$ cat src/rtl/cache_refill_ctrl_if.sv
// Word-wide main-memory request/acknowledge bus between the refill controller
// (master) and the memory (slave).
interface cache_refill_ctrl_if #(
  parameter int AW = 10,
  parameter int DW = 32
);
  logic          mem_req;
  logic          mem_we;
  logic [AW-1:0] mem_addr;
  logic [DW-1:0] mem_wdata;
  logic          mem_ack;
  logic [DW-1:0] mem_rdata;

  modport master (
    output mem_req, mem_we, mem_addr, mem_wdata,
    input  mem_ack, mem_rdata
  );

  modport slave (
    input  mem_req, mem_we, mem_addr, mem_wdata,
    output mem_ack, mem_rdata
  );
endinterface

$ cat src/rtl/cache_refill_ctrl.sv
// Direct-mapped cache refill controller: fetches four-word lines on load
// misses and forwards every store to memory (write-through, no allocate).
module cache_refill_ctrl #(
  parameter int cache_width  = 128,
  parameter int memory_width = 32,
  parameter int memory_depth = 1024,
  localparam int AW    = $clog2(memory_depth),
  localparam int WORDS = cache_width / memory_width,
  localparam int OB    = $clog2(WORDS)
) (
  input  logic                    clk,
  input  logic                    reset,
  input  logic                    req_valid,
  input  logic                    req_we,
  input  logic [AW-1:0]           A,
  input  logic [memory_width-1:0] PWD,
  input  logic                    hit,
  output logic                    stall,
  output logic                    fill,
  output logic [cache_width-1:0]  MWD,
  cache_refill_ctrl_if.master     mem
);

  typedef enum logic [1:0] {IDLE, REFILL, FILL, WRITE} state_t;

  state_t                  state_q, state_d;
  logic [OB-1:0]           cnt_q, cnt_d;
  logic [AW-1:0]           base_q, base_d;
  logic [AW-1:0]           waddr_q, waddr_d;
  logic [memory_width-1:0] wdata_q, wdata_d;
  logic [cache_width-1:0]  mwd_q, mwd_d;
  logic                    fill_q, fill_d;
  logic                    mem_req_q, mem_req_d;
  logic                    mem_we_q, mem_we_d;
  logic [AW-1:0]           mem_addr_q, mem_addr_d;
  logic [memory_width-1:0] mem_wdata_q, mem_wdata_d;
  logic                    idle_stall;

  assign idle_stall = req_valid & (req_we | ~hit);

  // During reset the state register may still hold a busy state for one
  // cycle, so the processor sees the IDLE stall rule regardless.
  always_comb begin
    stall = idle_stall;
    if (!reset) begin
      case (state_q)
        REFILL:  stall = 1'b1;
        FILL:    stall = 1'b1;
        WRITE:   stall = ~mem.mem_ack;
        default: stall = idle_stall;
      endcase
    end
  end

  always_comb begin
    state_d = state_q;
    cnt_d   = cnt_q;
    base_d  = base_q;
    waddr_d = waddr_q;
    wdata_d = wdata_q;
    case (state_q)
      IDLE: begin
        if (req_valid && req_we) begin
          waddr_d = A;
          wdata_d = PWD;
          state_d = WRITE;
        end else if (req_valid && !hit) begin
          base_d  = {A[AW-1:OB], {OB{1'b0}}};
          cnt_d   = '0;
          state_d = REFILL;
        end
      end
      REFILL: begin
        if (mem.mem_ack) begin
          cnt_d = cnt_q + 1'b1;
          if (cnt_q == OB'(WORDS - 1)) state_d = FILL;
        end
      end
      FILL:    state_d = IDLE;
      WRITE:   if (mem.mem_ack) state_d = IDLE;
      default: state_d = IDLE;
    endcase
  end

  // Outputs are registered from the next state so they line up with it.
  always_comb begin
    fill_d      = (state_d == FILL);
    mem_req_d   = (state_d == REFILL) || (state_d == WRITE);
    mem_we_d    = (state_d == WRITE);
    mem_addr_d  = '0;
    mem_wdata_d = '0;
    if (state_d == REFILL) begin
      mem_addr_d = base_d + AW'(cnt_d);
    end else if (state_d == WRITE) begin
      mem_addr_d  = waddr_d;
      mem_wdata_d = wdata_d;
    end
  end

  genvar gi;
  generate
    for (gi = 0; gi < WORDS; gi++) begin : g_word
      assign mwd_d[gi*memory_width +: memory_width] =
        (state_q == REFILL && mem.mem_ack && cnt_q == OB'(gi))
          ? mem.mem_rdata
          : mwd_q[gi*memory_width +: memory_width];
    end
  endgenerate

  always_ff @(posedge clk) begin
    if (reset) begin
      state_q     <= IDLE;
      cnt_q       <= '0;
      base_q      <= '0;
      waddr_q     <= '0;
      wdata_q     <= '0;
      mwd_q       <= '0;
      fill_q      <= 1'b0;
      mem_req_q   <= 1'b0;
      mem_we_q    <= 1'b0;
      mem_addr_q  <= '0;
      mem_wdata_q <= '0;
    end else begin
      state_q     <= state_d;
      cnt_q       <= cnt_d;
      base_q      <= base_d;
      waddr_q     <= waddr_d;
      wdata_q     <= wdata_d;
      mwd_q       <= mwd_d;
      fill_q      <= fill_d;
      mem_req_q   <= mem_req_d;
      mem_we_q    <= mem_we_d;
      mem_addr_q  <= mem_addr_d;
      mem_wdata_q <= mem_wdata_d;
    end
  end

  assign fill          = fill_q;
  assign MWD           = mwd_q;
  assign mem.mem_req   = mem_req_q;
  assign mem.mem_we    = mem_we_q;
  assign mem.mem_addr  = mem_addr_q;
  assign mem.mem_wdata = mem_wdata_q;

endmodule

$ cat src/flat_wrapper.sv
// flat-port wrapper written by rule: the top's interface ports become plain ports
module cache_refill_ctrl_flat 
#(
  parameter int cache_width  = 128,
  parameter int memory_width = 32,
  parameter int memory_depth = 1024,
  localparam int AW    = $clog2(memory_depth),
  localparam int WORDS = cache_width / memory_width,
  localparam int OB    = $clog2(WORDS)
)
  (clk, reset, req_valid, req_we, A, PWD, hit, stall, fill, MWD, mem_mem_req, mem_mem_we, mem_mem_addr, mem_mem_wdata, mem_mem_ack, mem_mem_rdata);
  cache_refill_ctrl_if #(.AW(10), .DW(32)) mem_i ();
  input  logic clk;
  input  logic reset;
  input  logic req_valid;
  input  logic req_we;
  input  logic [AW-1:0] A;
  input  logic [memory_width-1:0] PWD;
  input  logic hit;
  output logic stall;
  output logic fill;
  output logic [cache_width-1:0] MWD;
  output wire logic [$bits(mem_i.mem_req)-1:0] mem_mem_req;
  output wire logic [$bits(mem_i.mem_we)-1:0] mem_mem_we;
  output wire logic [$bits(mem_i.mem_addr)-1:0] mem_mem_addr;
  output wire logic [$bits(mem_i.mem_wdata)-1:0] mem_mem_wdata;
  input wire logic [$bits(mem_i.mem_ack)-1:0] mem_mem_ack;
  input wire logic [$bits(mem_i.mem_rdata)-1:0] mem_mem_rdata;
  assign mem_mem_req = mem_i.mem_req;
  assign mem_mem_we = mem_i.mem_we;
  assign mem_mem_addr = mem_i.mem_addr;
  assign mem_mem_wdata = mem_i.mem_wdata;
  assign mem_i.mem_ack = mem_mem_ack;
  assign mem_i.mem_rdata = mem_mem_rdata;
  cache_refill_ctrl #(.cache_width(cache_width), .memory_width(memory_width), .memory_depth(memory_depth)) u_core (.clk(clk), .reset(reset), .req_valid(req_valid), .req_we(req_we), .A(A), .PWD(PWD), .hit(hit), .stall(stall), .fill(fill), .MWD(MWD), .mem(mem_i));
endmodule
$ cat config.mk
export PLATFORM = sky130hd
export DESIGN_NAME = cache_refill_ctrl_flat
export DESIGN_NICKNAME = d
export VERILOG_FILES = /design/src/rtl/cache_refill_ctrl_if.sv /design/src/rtl/cache_refill_ctrl.sv /design/src/flat_wrapper.sv
export SDC_FILE = /design/constraint.sdc
export NUM_CORES = 1
export LEC_CHECK = 0
export ABC_CLOCK_PERIOD_IN_PS = 3390
export CORE_MARGIN = 1.5
export CORE_UTILIZATION = 48
export CTS_BUF_LIST = sky130_fd_sc_hd__clkbuf_4
export CTS_CLUSTER_SIZE = 12
export DETAILED_ROUTE_END_ITERATION = 16
export PLACE_DENSITY = 0.92
export SYNTH_ARGS = -nofsm -noshare
export SYNTH_HDL_FRONTEND = slang
export SYNTH_SLANG_ARGS = --single-unit
$ cat constraint.sdc
create_clock -name clk -period 3.39 [get_ports clk]
set_input_delay 0.339 -clock clk [delete_from_list [all_inputs] [get_ports clk]]
set_output_delay 0.339 -clock clk [all_outputs]
set_load 0.05 [all_outputs]
==> run summary, run 1 <==
Fill cells -> 1156
Synth area leader -> dfxtp_1
Finished Layout Cells -> 1482
Critical Path AT -> 2.70 ns
DP HPWL -> 15100 um
Worst min path class -> input port to register
Met3 Usage GRT -> 12.2%
Placer Congestion -> 0.817
Synthesized Nets -> 1059
Worst-Margin Slew -> 1.01 ns
Clock root buffer -> clkbuf_4
GR Util met2 -> 44.4%
Synth Flop Type -> dfxtp_1
Crit path cell chain -> inv_1, ha_1, nor2_1, a21oi_1, a21oi_1, clkdlybuf4s50_1
Die area -> 0.0176 sq mm
Async SR Flop Fraction -> 0%
Avg Cell Area, Syn -> 8.32 sq um
Post-cts repair resize count -> 0
CP endpoint kind -> primary output
GR peak layer -> met2
Worst-path clk slew -> 0.07 ns
DRT iter0 DRCs -> 371
RSZ-0062 raised after global routing -> no
Setup ws final -> 0.348 ns
Initial antenna violation count -> 0
Share of the synthesized area in the top cell type -> 56.6%
Vias -> 7650
Peak VDD IR -> 0.000318 V
CTS tree -> yes
Mapped Area -> 0.00806 sq mm
Yosys Warn Count -> 0
Row Count -> 47
FF+latch count, synth -> 228
Placed cells -> 1390
Fraction of layout cells with a size suffix above 1 -> 8.24%
Routed WL per cell -> 15.6 um
Ant diodes -> 0
Setup-failing EPs final -> 0
Multi-input gate area -> 0.00322 sq mm
Gate Count Post-Synth -> 969
Hold Vio Cnt, Final -> 0
Critical path's slowest cell -> clkdlybuf4s50_1
Power Dens Cells -> 480 mW/mm^2
CP dominant cell by count -> a21oi_1
Post-synthesis sequential area ratio -> 56.6%
Setup Total Neg Slack -> 0 ns
Area grow syn2layout -> 41.6%
WL final -> 23200 um
CP max FO -> 12
CTS H-Tree Depth -> 2
Starting Density -> 48.8%
Final worst-path cycle share -> 89.7%
Storage element area -> 0.00456 sq mm
Final design utilization -> 69.1%
GRT Total Usage -> 26.1%
Post-synth top cells -> nand2_1 (353), dfxtp_1 (228), a21oi_1 (182)
Synth top area cells -> dfxtp_1 (57%), nand2_1 (16%), a21oi_1 (11%), clkbuf_1 (2.9%), and2_1 (2.6%)
Most frequent cell after synthesis -> nand2_1
Critical Path RT -> 3.05 ns
Nets -> 1316
Relative slew slack -> 32.4%
Vias in the first global route -> 7800
Final slew viol count -> 0
GRT met1 Usage -> 28.2%
IO buf count -> 253
Drt pass-1 iters -> 5
Worst Skew -> 0.0436 ns
Postcts setup bufs -> 0
Max Buffers Root-to-Sink -> 3
Clock Latency Late Sink -> 0.67 ns
# hold bufs at CTS -> 0
IO Pins -> 254
Fmax -> 0.329 GHz
Worst Setup Start Kind -> register
DR vias/cell -> 5.16
CP Class -> register to primary output
Post-synth EDFFs -> 0
Die Wd -> 133 um
Status -> complete, no violations
CTS buffer count -> 54
Antenna violation net count after detailed routing -> 0
Clock sink count -> 228
First-pass GRT wire length -> 37400 um
Max-cap violations -> 0
DRC -> 0
Largest net degree at the start of global routing -> 103
Synth unique cells -> 39
Leak -> 0.00410 uW
Min cycle time layout -> 3.04 ns
Core region area -> 0.0165 sq mm
Total grt overflow -> 0
Vert. Die Dim -> 133 um
Crit path largest cell delay -> 0.85 ns
Pre-CTS WS -> 0.384 ns
## worst max-delay path: cells and delay by family, from the launching register on
kind	cells	cell delay (ns)
DFF	1	0.43
and+or+nand+nor	1	0.18
adders and majority gates	1	0.32
AOI/OAI and AO/OA	2	0.21
buffers and inverters	2	0.94
## report_power, final
part           internal (uW)  switching (uW)  total [uW]
logic                    218             365         584
clock network           1100            1030        2130
registers               2740            27.0        2770
## cell families (layout without fill, tap and decap cells)
logic type                 after synthesis  count (layout)  synth area share [%]
and+or+nand+nor                        436             436                  22.7
DFF                                    228             228                  56.6
AOI/OAI and AO/OA                      206             206                  13.6
buffers and inverters                   74             367                  3.60
adders and majority gates               10              10                  1.64
xor gates and xnor gates                 8               8                 0.869
muxes                                    7               7                 0.977
## cell usage in the layout (no fill, tap or decap), types with 2 or more instances in the layout
master	instances
a21o_1	2
a21oi_1	182
a22o_1	9
and2_1	34
and3_1	8
buf_4	16
clkbuf_4	75
clkdlybuf4s50_1	252
clkinv_1	12
clkinv_2	2
dfxtp_1	228
ha_1	9
inv_1	5
mux2i_1	5
nand2_1	353
nand3_1	14
nor2_1	12
nor2b_1	8
o21ai_0	2
o22ai_1	2
or3b_1	2
xnor2_1	3
xor2_1	5
## routing by layer
layer / up-vias / share of wire, %
met1: 3577 / 38
met4: 0 / 2.3
li1: 3672 / -
met5: - / 0
met2: 353 / 48
met3: 48 / 12
## sequential cells by signal, indices dropped and copies added (netlist names)
name and flops:
u_core.wdata_q 32, u_core.waddr_q 10, u_core.cnt_q 2, u_core.mem.mem_addr 10, u_core.state_q 2, u_core.fill 1
u_core.mem.mem_wdata 32, u_core.base_q 10, u_core.mem.mem_we 1, u_core.MWD 128
## area by class of cell
class                           count  area share, %
Clock inverter                     17          0.855
Inverter                            5          0.164
Clock buffer                       75           4.93
Tap cell                          220           2.41
Multi-Input combinational cell    667           28.2
Timing Repair Buffer              270           23.4
Sequential cell                   228           40.0
## stage by stage
step	total power [uW]	cell area (sq um)	hold WS, ns
3_3_place_gp	3400	10800	0.439
6_report	5480	11400	0.0702
3_5_place_dp	3410	10800	0.445
5_1_grt	5730	11400	0.0293
2_1_floorplan	3160	8060	0.434
4_1_cts	5530	11400	0.00286
## path summary, 6_finish.rpt
kind                                 from                                end  slack [ns]  cells after the start
max          u_core.state_q[0]$_SDFF_PP0_                              stall        0.35                      6
min                                 reset       u_core.mem.mem_we$_SDFF_PP0_        0.07                      2
max reg2reg  u_core.state_q[1]$_SDFF_PP0_  u_core.mem.mem_addr[4]$_SDFF_PP0_        0.45                     14
min reg2reg  u_core.MWD[125]$_SDFFE_PP0P_       u_core.MWD[125]$_SDFFE_PP0P_        0.45                      2
Power figures use the tool's default switching activity.
==> run 2: changes to the inputs <==
--- a/config.mk
+++ b/config.mk
@@ -5,13 +5,14 @@
 export SDC_FILE = /design/constraint.sdc
 export NUM_CORES = 1
 export LEC_CHECK = 0
-export ABC_CLOCK_PERIOD_IN_PS = 3390
+export ABC_AREA = 1
+export ABC_CLOCK_PERIOD_IN_PS = 2800
 export CORE_MARGIN = 1.5
 export CORE_UTILIZATION = 48
 export CTS_BUF_LIST = sky130_fd_sc_hd__clkbuf_4
 export CTS_CLUSTER_SIZE = 12
 export DETAILED_ROUTE_END_ITERATION = 16
-export PLACE_DENSITY = 0.92
+export PLACE_DENSITY = 0.91
 export SYNTH_ARGS = -nofsm -noshare
 export SYNTH_HDL_FRONTEND = slang
 export SYNTH_SLANG_ARGS = --single-unit
==> constraint.sdc (replaced) <==
create_clock -name clk -period 2.8 [get_ports clk]
set_input_delay 0.28 -clock clk [delete_from_list [all_inputs] [get_ports clk]]
set_output_delay 0.28 -clock clk [all_outputs]
set_load 0.05 [all_outputs]
==> run 2 against run 1 <==
Worst setup slack worse by 0.054 ns. First-iteration DRC count rose by 49%. Core utilization down 0.59 points. Sequential share of layout area fell by 1.2 points. Clock skew shrank 0.012 ns. Synthesized area is 4.2% higher.
==> run summary, run 2 <==
Vias -> 7847 (+2.6%)
Synthesized Nets -> 1064 (+0.47%)
Uppermost layer routed -> met4
DRC -> 0 (unchanged)
DRT iter0 DRCs -> 553 (+49%)
Most frequent standard cell in the layout excluding fill and tap cells -> clkdlybuf4s50_1
Most frequent cells in the layout -> clkdlybuf4s50_1 (251), dfxtp_1 (228), nand2_1 (153), nor2_1 (122), nand3_1 (107)
Post-Synth Adder-Cell Area -> 1.58% (-0.066 points)
Starting Density -> 48.9% (+0.10 points)
Critical path's slowest cell -> fa_1
Die area -> 0.0183 sq mm (+4.1%)
Largest family of logic cells by synthesized area -> simple AND/OR/NAND/NOR gates
Postcts setup bufs -> 0 (unchanged)
CTS buffer count -> 58 (+7.4%)
Most frequent cell after synthesis -> dfxtp_1
Share of the synthesized area in the top cell type -> 54.3% (-2.3 points)
Core region area -> 0.0172 sq mm (+3.9%)
Post-Synth Simple-Gate Area -> 24.9% (+2.2 points)
Synth top area cells -> dfxtp_1 (54%), nand2_1 (6.8%), nand3_1 (6.4%), a21oi_1 (5.9%), nor2_1 (5.5%)
Synth area leader -> dfxtp_1
Min cycle time layout -> 2.51 ns
Max Buffers Root-to-Sink -> 3 (unchanged)
Gate Count Post-Synth -> 974 (+0.52%)
CP endpoint kind -> register
Worst Hold Path EP -> u_core.waddr_q[1]$_SDFF_PP0_
Yosys Warn Count -> 0 (unchanged)
Worst Setup Start Kind -> register
Total grt overflow -> 0 (unchanged)
IO buf count -> 253 (unchanged)
Post-synthesis mux area share -> 4.77% (+3.8 points)
FF+latch count, synth -> 228 (unchanged)
Post-synth top cells -> dfxtp_1 (228), nand2_1 (153), nor2_1 (123)
Area grow syn2layout -> 40.1%
Placed cells -> 1404 (+1.0%)
Worst Path Buf+Inv -> 2 (unchanged)
Crit path cell chain -> inv_1, ha_1, inv_1, o21ai_0, nand2_1, o21a_1, ha_1, fa_1, nand3_1, nor2_2, nand3_1, nand2_1, nand3_1, nand2_1
Largest net degree at the start of global routing -> 100 (-2.9%)
Worst Hold Path Cells -> 3 (+1)
DR vias/cell -> 5.22 (+1.2%)
Setup Total Neg Slack -> 0 ns (unchanged)
FF-to-FF End -> u_core.mem.mem_addr[8]$_SDFF_PP0_
Row Count -> 48 (+2.1%)
IO Pins -> 254 (unchanged)
Clock Latency Late Sink -> 0.68 ns (about the same)
Clock root buffer -> clkbuf_4
Die Wd -> 135 um (+2.0%)
Max FFs per register -> 128 (unchanged)
Finished Layout Cells -> 1502 (+1.3%)
Max-cap violations -> 0 (unchanged)
Critical Path RT -> 3.35 ns (+0.30 ns)
Crit-path leading delay family -> adder cells
Nets -> 1330 (+1.1%)
CP Class -> register to register
Status -> complete, no violations
Post-synthesis sequential area ratio -> 54.3% (-2.3 points)
WL final -> 25100 um (+8.3%)
Clock sink count -> 228 (unchanged)
Post-synth EDFFs -> 0 (unchanged)
RSZ-0062 raised after global routing -> no
Fmax -> 0.399 GHz
Relative slew slack -> 49.8% (+17 points)
Synth unique cells -> 39 (unchanged)
Hold Vio Cnt, Final -> 0 (unchanged)
Worst-path clk slew -> 0.06 ns (about the same)
Met3 wire length -> 2030 um (-29%)
Met1 wire length -> 10000 um (+15%)
Min-delay src -> A[1]
Antenna violation net count after detailed routing -> 0 (unchanged)
Worst Skew -> 0.0320 ns (-0.0116 ns)
Fill cells -> 1321 (+14%)
Post-cts repair resize count -> 0 (unchanged)
Worst min path class -> input port to register
DP HPWL -> 16400 um (+8.5%)
Routed WL per cell -> 16.7 um (+6.9%)
Reg2reg start -> u_core.state_q[1]$_SDFF_PP0_
CTS H-Tree Depth -> 2 (unchanged)
CP max FO -> 5 (-7)
Final slew viol count -> 0 (unchanged)
Placer Congestion -> 0.897 (+9.7%)
Crit path largest cell delay -> 0.41 ns (-0.44 ns)
R2r worst-path depth -> 14 (unchanged)
Vert. Die Dim -> 135 um (+2.0%)
Power Dens Cells -> 619 mW/mm^2 (+29%)
Initial antenna violation count -> 1 (+1)
Critical Path AT -> 3.06 ns (+0.36 ns)
Avg Cell Area, Syn -> 8.62 sq um (+3.6%)
Metal2 WL -> 12300 um (+11%)
Async SR Flop Fraction -> 0% (unchanged)
Synth Area in XOR/XNOR -> 0.104% (-0.76 points)
GRT Total Usage -> 27.1% (+1.1 points)
Fraction of layout cells with a size suffix above 1 -> 13.1% (+4.8 points)
Synth Flop Type -> dfxtp_1
R2R Setup Slk -> 0.29 ns (-0.16 ns)
Final worst-path cycle share -> 89.5%
Drt pass-1 iters -> 8 (+3)
Leak -> 0.00467 uW (+14%)
First-pass GRT wire length -> 39500 um (+5.6%)
Peak VDD IR -> 0.000384 V (+21%)
Mapped Area -> 0.00840 sq mm (+4.2%)
Vias in the first global route -> 7786 (-0.18%)
CTS tree -> yes
Setup-failing EPs final -> 0 (unchanged)
Compound-gate portion of the synthesized area -> 9.22% (-4.4 points)
Worst-Margin Slew -> 0.753 ns (-0.261 ns)
==> run 2: cell types whose count changed in the layout (fill, tap and decap cells not counted), sizes merged, moves of 9 or more <==
cell	previous run	this run
nand2	353	163
nor2	12	158
nand3	14	110
a21oi	183	100
o21ai	3	43
mux2i	6	40
and2	34	1
inv	7	35
a22o	9	0
==> run 2: final cells by class <==
cell class / instances / area (sq um) / area share (%)
inverters: 35 / 134 / 1.14
clock inverters: 15 / 73.8 / 0.628
clock buffers: 81 / 608 / 5.17
flip-flops and latches: 228 / 4560 / 38.8
diodes: 1 / 2.50 / 0.0213
repair buffers: 272 / 2690 / 22.8
well taps: 225 / 282 / 2.39
multi-input cells: 645 / 3410 / 29.0
==> run 2: per-layer routing <==
layer | up-vias | track usage [%]
met5 | - | 0
met2 | 340 | 46.1
met4 | 0 | 11.4
met3 | 58 | 7.82
li1 | 3759 | -
met1 | 3690 | 32.1
==> run 2: how the worst max path moves through the flow <==
stage | start | end | cells after the start
floorplan | u_core.state_q[0]$_SDFF_PP0_ | stall | 4
global placement | req_valid | u_core.mem.mem_addr[6]$_SDFF_PP0_ | 15
detailed placement | req_valid | u_core.mem.mem_addr[8]$_SDFF_PP0_ | 15
CTS | u_core.state_q[1]$_SDFF_PP0_ | u_core.mem.mem_addr[8]$_SDFF_PP0_ | 14
global route | u_core.state_q[1]$_SDFF_PP0_ | u_core.mem.mem_addr[8]$_SDFF_PP0_ | 14
finish | u_core.state_q[1]$_SDFF_PP0_ | u_core.mem.mem_addr[8]$_SDFF_PP0_ | 14
==> run 2: power breakdown <==
| part | switching [uW] | internal [uW] | leakage, uW |
|---|---|---|---|
| registers | 46.6 | 3360 | 0.00184 |
| clock network | 1320 | 1330 | 0.000407 |
| logic | 826 | 402 | 0.00242 |
==> run 2: worst register-to-register path, cell delays in order (launching register included) <==
cell and delay, ns:
dfxtp_1 0.31, inv_1 0.14, ha_1 0.26, inv_1 0.09
o21ai_0 0.24, nand2_1 0.09, o21a_1 0.19, ha_1 0.24
fa_1 0.41, nand3_1 0.13, nor2_2 0.07, nand3_1 0.07
nand2_1 0.05, nand3_1 0.07, nand2_1 0.05
==> run 2: kinds of logic after synthesis <==
group,after synthesis
XOR/XNOR,1
AND/OR/NAND/NOR,445
buffers and inverters,101
adder cells (fa/ha/maj),10
flip-flops,228
multiplexers,40
AO/OA/AOI/OAI,149
==> run 2: timing repair <==
item	in CTS	in global routing
setup endpoints to repair	0	0
endpoints found under the hold margin	16	0
hold buffers	1	0
==> run 2: per-stage QoR <==
step	power, uW	setup slack (ns)	hold slack, ns	utilization [%]	area [sq um]
floorplan	4280	0.0106	0.415	-	8400
global placement	4670	0.125	0.435	64.4	11100
detailed placement	4700	0.123	0.436	64.4	11100
CTS	7350	0.289	0.160	68.5	11800
global route	7600	0.0800	0.190	68.5	11800
finish	7280	0.294	0.233	68.5	11800
